File: config.mk
export PLATFORM = sky130hd
export DESIGN_NAME = mult_arbiter
export DESIGN_NICKNAME = d
export VERILOG_FILES = /design/src/rtl/mult_arbiter.sv
export SDC_FILE = /design/constraint.sdc
export NUM_CORES = 1
export LEC_CHECK = 0
export BUFFER_PORTS_ARGS = -buffer_cell sky130_fd_sc_hd__buf_2
export CAP_MARGIN = 15
export CORE_MARGIN = 10
export CORE_UTILIZATION = 49
export CTS_CLUSTER_DIAMETER = 120
export DETAILED_ROUTE_END_ITERATION = 12
export GPL_TIMING_DRIVEN = 1
export PLACE_DENSITY = 0.9
export SLEW_MARGIN = 20
export SYNTH_ARGS = -nofsm -noshare
export SYNTH_HDL_FRONTEND = slang
export SYNTH_SLANG_ARGS = --single-unit
File: constraint.sdc
create_clock -name clk -period 4.1 [get_ports clk]
set_input_delay 1.025 -clock clk [delete_from_list [all_inputs] [get_ports clk]]
set_output_delay 1.025 -clock clk [all_outputs]
set_load 0.1 [all_outputs]
File: src/rtl/mult_arbiter.sv
// Round-robin arbiter sharing one multiplier between two requesters; sequences init/finish and routes P back.
// Optional watchdog: define MULT_TIMEOUT_EN to abort an operation after TIMEOUT_CYC cycles in ARM/WAIT.
module mult_arbiter #(
  parameter int n           = 8,
  parameter int TIMEOUT_CYC = 300
) (
  input  logic             clk,
  input  logic             reset,
  input  logic             req0_valid,
  output logic             req0_ready,
  input  logic [n-1:0]     req0_a,
  input  logic [n-1:0]     req0_b,
  input  logic [n-1:0]     req0_n,
  input  logic             req1_valid,
  output logic             req1_ready,
  input  logic [n-1:0]     req1_a,
  input  logic [n-1:0]     req1_b,
  input  logic [n-1:0]     req1_n,
  output logic             rsp0_valid,
  output logic [2*n-1:0]   rsp0_p,
  output logic             rsp0_err,
  output logic             rsp1_valid,
  output logic [2*n-1:0]   rsp1_p,
  output logic             rsp1_err,
  output logic             mul_init,
  output logic [n-1:0]     mul_a,
  output logic [n-1:0]     mul_b,
  output logic [n-1:0]     mul_n,
  input  logic [2*n-1:0]   mul_p,
  input  logic             mul_finish,
  output logic             busy,
  output logic             grant
);

  typedef enum logic [1:0] {
    S_IDLE  = 2'd0,
    S_START = 2'd1,
    S_ARM   = 2'd2,
    S_WAIT  = 2'd3
  } state_t;

  state_t state, state_nxt;
  logic   ptr;
  logic   accept;
  logic   win;
  logic   done;
  logic   expire;
  logic   finish_any;

  // A limit below one cycle could never fire; reject it at elaboration.
  if (TIMEOUT_CYC < 1) begin : g_bad_timeout
    $error("TIMEOUT_CYC must be at least 1");
  end

  // Handshake: a requester holds valid with stable operands until it sees ready;
  // operands are taken on the cycle valid & ready, and ready never depends on a
  // later cycle. Only one ready is raised per cycle; the ptr side wins a tie.
  assign req0_ready = (state == S_IDLE) && req0_valid && (!ptr || !req1_valid);
  assign req1_ready = (state == S_IDLE) && req1_valid && ( ptr || !req0_valid);
  assign accept     = req0_ready || req1_ready;
  assign win        = req1_ready;

  // Finish is only trusted in WAIT; in ARM it may still be the stale idle level.
  assign done       = (state == S_WAIT) && mul_finish;
  assign finish_any = done || expire;

  assign mul_init   = (state == S_START);
  assign busy       = (state != S_IDLE);

`ifdef MULT_TIMEOUT_EN
  localparam int cnt_w = $clog2(TIMEOUT_CYC + 1);

  logic [cnt_w-1:0] cnt;

  assign expire = ((state == S_ARM) || (state == S_WAIT)) &&
                  (cnt == cnt_w'(TIMEOUT_CYC - 1)) && !done;

  always_ff @(posedge clk or posedge reset) begin
    if (reset) begin
      cnt <= '0;
    end else if (state == S_START) begin
      cnt <= '0;
    end else if ((state == S_ARM) || (state == S_WAIT)) begin
      cnt <= cnt + 1'b1;
    end
  end

  always_ff @(posedge clk or posedge reset) begin
    if (reset) begin
      rsp0_err <= 1'b0;
      rsp1_err <= 1'b0;
    end else if (finish_any) begin
      if (grant) rsp1_err <= expire;
      else       rsp0_err <= expire;
    end
  end
`else
  assign expire   = 1'b0;
  assign rsp0_err = 1'b0;
  assign rsp1_err = 1'b0;
`endif

  always_ff @(posedge clk or posedge reset) begin
    if (reset) state <= S_IDLE;
    else       state <= state_nxt;
  end

  always_comb begin
    state_nxt = state;
    case (state)
      S_IDLE:  if (accept) state_nxt = S_START;
      S_START: state_nxt = S_ARM;
      S_ARM:   state_nxt = expire ? S_IDLE : S_WAIT;
      S_WAIT:  if (finish_any) state_nxt = S_IDLE;
      default: state_nxt = S_IDLE;
    endcase
  end

  always_ff @(posedge clk or posedge reset) begin
    if (reset) begin
      ptr   <= 1'b0;
      grant <= 1'b0;
      mul_a <= '0;
      mul_b <= '0;
      mul_n <= '0;
    end else if (accept) begin
      ptr   <= !win;
      grant <= win;
      mul_a <= win ? req1_a : req0_a;
      mul_b <= win ? req1_b : req0_b;
      mul_n <= win ? req1_n : req0_n;
    end
  end

  // A timed-out operation reports a zero result alongside its error flag.
  always_ff @(posedge clk or posedge reset) begin
    if (reset) begin
      rsp0_valid <= 1'b0;
      rsp1_valid <= 1'b0;
      rsp0_p     <= '0;
      rsp1_p     <= '0;
    end else begin
      rsp0_valid <= finish_any && !grant;
      rsp1_valid <= finish_any &&  grant;
      if (finish_any && !grant) rsp0_p <= expire ? '0 : mul_p;
      if (finish_any &&  grant) rsp1_p <= expire ? '0 : mul_p;
    end
  end

endmodule
==> results.cfg, run 1 <==
[logic_synthesis]
avgSynthCellArea_um2 = 12.6
yosys_warnings = 0
ys_ff_latch = 62
async_flop_share_pct = 100
syn_inst = 217
netlist_area_mm2 = 0.00274
ys_seq_area_share_pct = 56.7
synth_flop_cell = dfrtp_1
synth_cell_types = 29
synth-edff-count = 0

[worst_setup_path]
rr_worst_depth = 6
regToRegEndpoint = mul_n[2]
cp_max_fo = 18
critPathRequiredTime_ns = 3.07
worstPathArrival_ns = 2.45
critPathKind = flop to output port
start_kind = flop
rrSetupSlack_ns = 1.71
r2r_start = state[0]
cp-end-kind = output port

[sta]
finClkSkew_ns = 0.00597
rsz0062_at_grt = false
min_period_ns = 3.48
setup_tns_ns = 0
period_share_pct = 84.8
setup_violations = 0
max_freq_mhz = 288
hold_viol = 0
drv_slew = 0
tightest_slew_ns = 0.919
relSlewSlack_pct = 38.6

[cts]
h-tree-depth = 3
cts_tree = done
clk_path_buf_depth = 2
insertion_delay_ns = 0.33
path_clk_slew_ns = 0.07
cts_buffers = 9
cts_root_buf = clkbuf_8
cts_resized = 0
hold_buffers = 0
cts_setup_buffers = 0
clock_sinks = 62

[global_routing]
antenna_found_initial = 0
grt_pass1_wl_um = 12100
grt_use_total_pct = 17.3
overflow = 0
grt_max_degree = 47
first_global_vias = 2272

[min_path]
holdCritPathClass = flop to flop
hold_start = rsp0_p[9]
min_to = rsp0_p[9]
hold_depth = 1

[die]
dieArea_mm2 = 0.00897
num_rows = 27
start_util_pct = 50.0
ios = 134
die_y_um = 94.7
core_region_area_mm2 = 0.00547
fp.dieW_um = 94.7

[layout]
fin_nets = 418
diodes = 0
area_delta_synth_final_pct = 32.9
drive_above_1_share_pct = 54.4

[run]
maxCapViolCount = 0

[routing]
drt_iter0_markers = 120
wirelength_um = 8060
vias = 2277
avgRoutedWirePerCell_um = 19.1
drc = 0
ant_nets = 0
dr.pass1.iters = 4
via_per_inst = 5.41

[placement]
gp_congestion = 0.860
io_buffers = 131
hpwlAfterDp_um = 5970

[status]
status = completed
[worst max-delay path, stage by stage, from the launching register on]
cell and delay (ns):
dfrtp_1 0.41, inv_1 0.13, ha_1 0.56, nand2_1 0.43, nor2_1 0.38, buf_12 0.22
[through the flow]
stage               cell area (um^2)  hold slack, ns  setup slack [ns]  utilization, %  instances
floorplan                       2740           0.535              1.29               -        218
global placement                3410           0.481             0.901            62.4        405
detailed placement              3410           0.487             0.845            62.4        405
CTS                             3640           0.505             0.604            66.5        421
global route                    3640           0.514             0.404            66.5        421
finish                          3640           0.501             0.622            66.5        421
[registers in the layout, indices dropped and copies added (netlist names)]
name        count
ptr             1
state           2
rsp1_p         16
mul_n           8
mul_a           8
rsp0_valid      1
grant           1
rsp1_valid      1
rsp0_p         16
mul_b           8
[layer usage]
metal	routed length (um)	share of wire (%)	global-route usage, %	vias up
met5	0	0	0	-
met4	115	1.4	5.36	0
met3	640	7.9	6.74	10
met2	3900	48	28.0	99
met1	3400	42	21.0	1118
li1	-	-	-	1050
[synthesized netlist by cell type (2+ instances only)]
cell / n / area, um^2
o2111ai_1: 14 / 123
clkbuf_1: 5 / 18.8
ha_1: 5 / 62.6
inv_1: 6 / 22.5
a221o_1: 10 / 100
buf_2: 6 / 30.0
and2_1: 10 / 62.6
buf_4: 6 / 45.0
o21ai_0: 14 / 70.1
dfrtp_1: 62 / 1550
mux2_2: 32 / 360
a31oi_1: 14 / 87.6
a21o_1: 2 / 15.0
nor2_1: 16 / 60.1
[cell usage in the layout, fill, tap and decap left out, drive strengths merged, types with 4 or more instances in the layout]
cell / count
buf: 134
dfrtp: 62
mux2: 33
nor2: 16
o21ai: 15
o2111ai: 14
a31oi: 14
and2: 10
a221o: 10
clkbuf: 9
inv: 8
ha: 5
clkinv: 4
[area by class of cell]
class / instances / area (um^2)
clock buffer: 9 / 124
clock inverter: 7 / 98.8
fill: 426 / 1840
inverter: 8 / 32.5
multi-input combinational: 129 / 1050
sequential: 62 / 1550
tap: 72 / 90.1
timing repair buffer: 134 / 693
[worst max path at each step]
stage | slack [ns] | endpoint | startpoint
after global routing | 0.40 | req1_ready | state[0]
after global placement | 0.90 | req1_ready | req1_valid
after detailed placement | 0.84 | req1_ready | req1_valid
after CTS | 0.60 | req1_ready | state[0]
final | 0.62 | req1_ready | state[0]
after floorplan | 1.29 | req1_ready | req1_valid
[logic make-up (layout without fill, tap and decap cells)]
kind of cell | count (synthesis) | count (layout) | share of synthesized area (%)
other | 1 | 2 | 0.137
and+or+nand+nor | 30 | 30 | 5.90
adders and majority gates | 5 | 5 | 2.29
muxes | 34 | 34 | 14.1
AOI/OAI and AO/OA | 58 | 58 | 15.7
buffers and inverters | 27 | 158 | 5.17
DFF | 62 | 62 | 56.7
Power of run 1 is not shown: default switching activity piles up to over one toggle a cycle in this logic, so the estimate is an artifact.
==> inputs of run 2 (changes only) <==
ABC_AREA = 1   (was default)
CORE_UTILIZATION = 42   (was 49)
PLACE_DENSITY = 0.83   (was 0.9)
clock period = 3.1 ns   (was 4.1 ns; I/O delays follow)
==> run 2 against run 1 <==
Compared with the run above: count of clock-buffer cells in the layout grew 1; non-clock buffer count grew 2; core utilization shrank 8.0 points; final cell count grew 30%; critical endpoint unchanged; via count grew 11%; critical path depth grew 2; register-to-register slack lost 0.37 ns; sequential share of layout area shrank 1.1 points; wire length shrank 3.9%; clock skew grew 0.0019 ns; global-route usage shrank 2.3 points.
==> results.cfg, run 2 <==
[worst_setup_path]
cpLargestDelayFamily = buffers and inverters
startpoint = state[0]
slowest_stage = dfrtp_1
max_stage_delay_ns = 0.42
cp-end-kind = output port
critPathKind = flop to output port
worstPathCellList = inv_1, ha_1, nand2_2, clkinv_2, nand2_4, inv_2, buf_6
start_kind = flop
r2r_start = state[0]
cp_max_fo = 16
critPathRequiredTime_ns = 2.32
worstPathArrival_ns = 2.08
crit_buf_inv = 4

[layout]
fin_nets = 540
area_delta_synth_final_pct = 34.0
final.fill_count = 591
final_common_cell = buf_2
drive_above_1_share_pct = 34.6
final_cell_mix = buf_2, nand2_1, dfrtp_1
fin_util_pct = 58.5
multi_input_area_um2 = 926
register_area_mm2 = 0.00155
reg_top3 = rsp0_p (16), rsp1_p (16)
diodes = 0

[routing]
drc = 0
wirelength_um = 7740
drt_iter0_markers = 75
ant_nets = 0
vias = 2536
avgRoutedWirePerCell_um = 14.1
via_per_inst = 4.63
dr.pass1.iters = 4

[cts]
cts_setup_buffers = 0
path_clk_slew_ns = 0.07
cts_root_buf = clkbuf_8
h-tree-depth = 3
insertion_delay_ns = 0.33
clock_sinks = 62
clk_path_buf_depth = 2
cts_tree = done
hold_buffers = 0
cts_buffers = 9

[sta]
min_period_ns = 2.85
whs_ns = 0.391
max_freq_mhz = 351
rsz0062_at_grt = false
drv_slew = 0
setup_violations = 0
relSlewSlack_pct = 61.6
setup_tns_ns = 0
tightest_slew_ns = 0.575
hold_viol = 0
period_share_pct = 92.0
finClkSkew_ns = 0.00789

[die]
die_y_um = 101
ios = 134
dieArea_mm2 = 0.0103
core_region_area_mm2 = 0.00639
num_rows = 29
start_util_pct = 43.7
fp.dieW_um = 101

[min_path]
holdCritPathClass = primary input to asynchronous set/reset pin

[logic_synthesis]
syn_inst = 334
synthTopCellsByArea = dfrtp_1, nand2_1, nand3_1, inv_1, o21ai_0
synth_commonest_cells = nand2_1, dfrtp_1, inv_1, nand3_1, o21ai_0
synth_flop_cell = dfrtp_1
avgSynthCellArea_um2 = 8.35
synth.largest_area_cell = dfrtp_1
netlist_area_mm2 = 0.00279
yosysTopAreaCellShare_pct = 55.7
synth_cell_types = 18
async_flop_share_pct = 100
synth-edff-count = 0
ys_seq_area_share_pct = 55.7
yosysMostFrequentCell = nand2_1
ys_ff_latch = 62
yosys_warnings = 0

[global_routing]
grt_max_degree = 34
antenna_found_initial = 0
overflow = 0
grt_use_total_pct = 15.1
grt_pass1_wl_um = 12500
first_global_vias = 2706

[placement]
hpwlAfterDp_um = 6000
gp_congestion = 0.824
io_buffers = 131

[status]
status = completed

[run]
maxCapViolCount = 0
==> run 2: cell count changes in the layout (fill, tap and decap cells not counted), moves of 14 or more <==
cell / before / now
nand3_1: 0 / 41
inv_1: 5 / 53
mux2_2: 32 / 0
a31oi_1: 14 / 0
nor2_1: 16 / 1
o2111ai_1: 14 / 0
nand2_1: 1 / 109
o21ai_0: 14 / 34
==> run 2: timing repair <==
item	in CTS	in global routing
endpoints found under the setup margin	0	1
hold endpoints to repair	0	0
gates resized for setup	0	3
==> run 2: cells by family after synthesis <==
family                   count (synthesis)  share of synthesized area [%]
adder cells (fa/ha/maj)                  5                           2.24
AO/OA/AOI/OAI                           36                           6.69
buffers and inverters                   73                           11.4
other                                    1                          0.135
flip-flops                              62                           55.7
AND/OR/NAND/NOR                        157                           23.8
==> run 2: per-stage QoR <==
step | cells | instance area, um^2 | worst slack [ns]
4_1_cts | 548 | 3720 | 0.0342
3_5_place_dp | 532 | 3480 | 0.323
3_3_place_gp | 532 | 3480 | 0.361
2_1_floorplan | 335 | 2790 | 0.784
5_1_grt | 548 | 3730 | 0.0582
6_report | 548 | 3730 | 0.249
==> run 2: routing by layer <==
metal  vias up  global-route usage (%)  routed length, um
li1       1278                       -                  -
met1      1139                    16.5               3060
met2       101                    23.5               3510
met3        18                    9.33               1020
met4         0                    5.36                151
met5         -                       0                  0
==> run 2: layout make-up <==
cell class / instances / area share (%)
clock inverter: 6 / 2.91
sequential: 62 / 41.5
multi-input combinational: 200 / 24.8
inverter: 57 / 5.76
timing repair buffer: 136 / 18.7
clock buffer: 10 / 3.69
tap: 77 / 2.58
==> run 2: final timing paths <==
check,end,slack (ns),depth (start not counted)
max in group asynchronous,rsp1_p[15],2.08,3
hold / removal,rsp0_p[5],0.39,2
setup / recovery,req1_ready,0.25,7
setup reg to reg,mul_n[1],1.34,8
hold reg to reg,mul_a[0],0.47,2
min in group clk,mul_a[0],0.47,2
Power of run 2 is left out for the same reason.
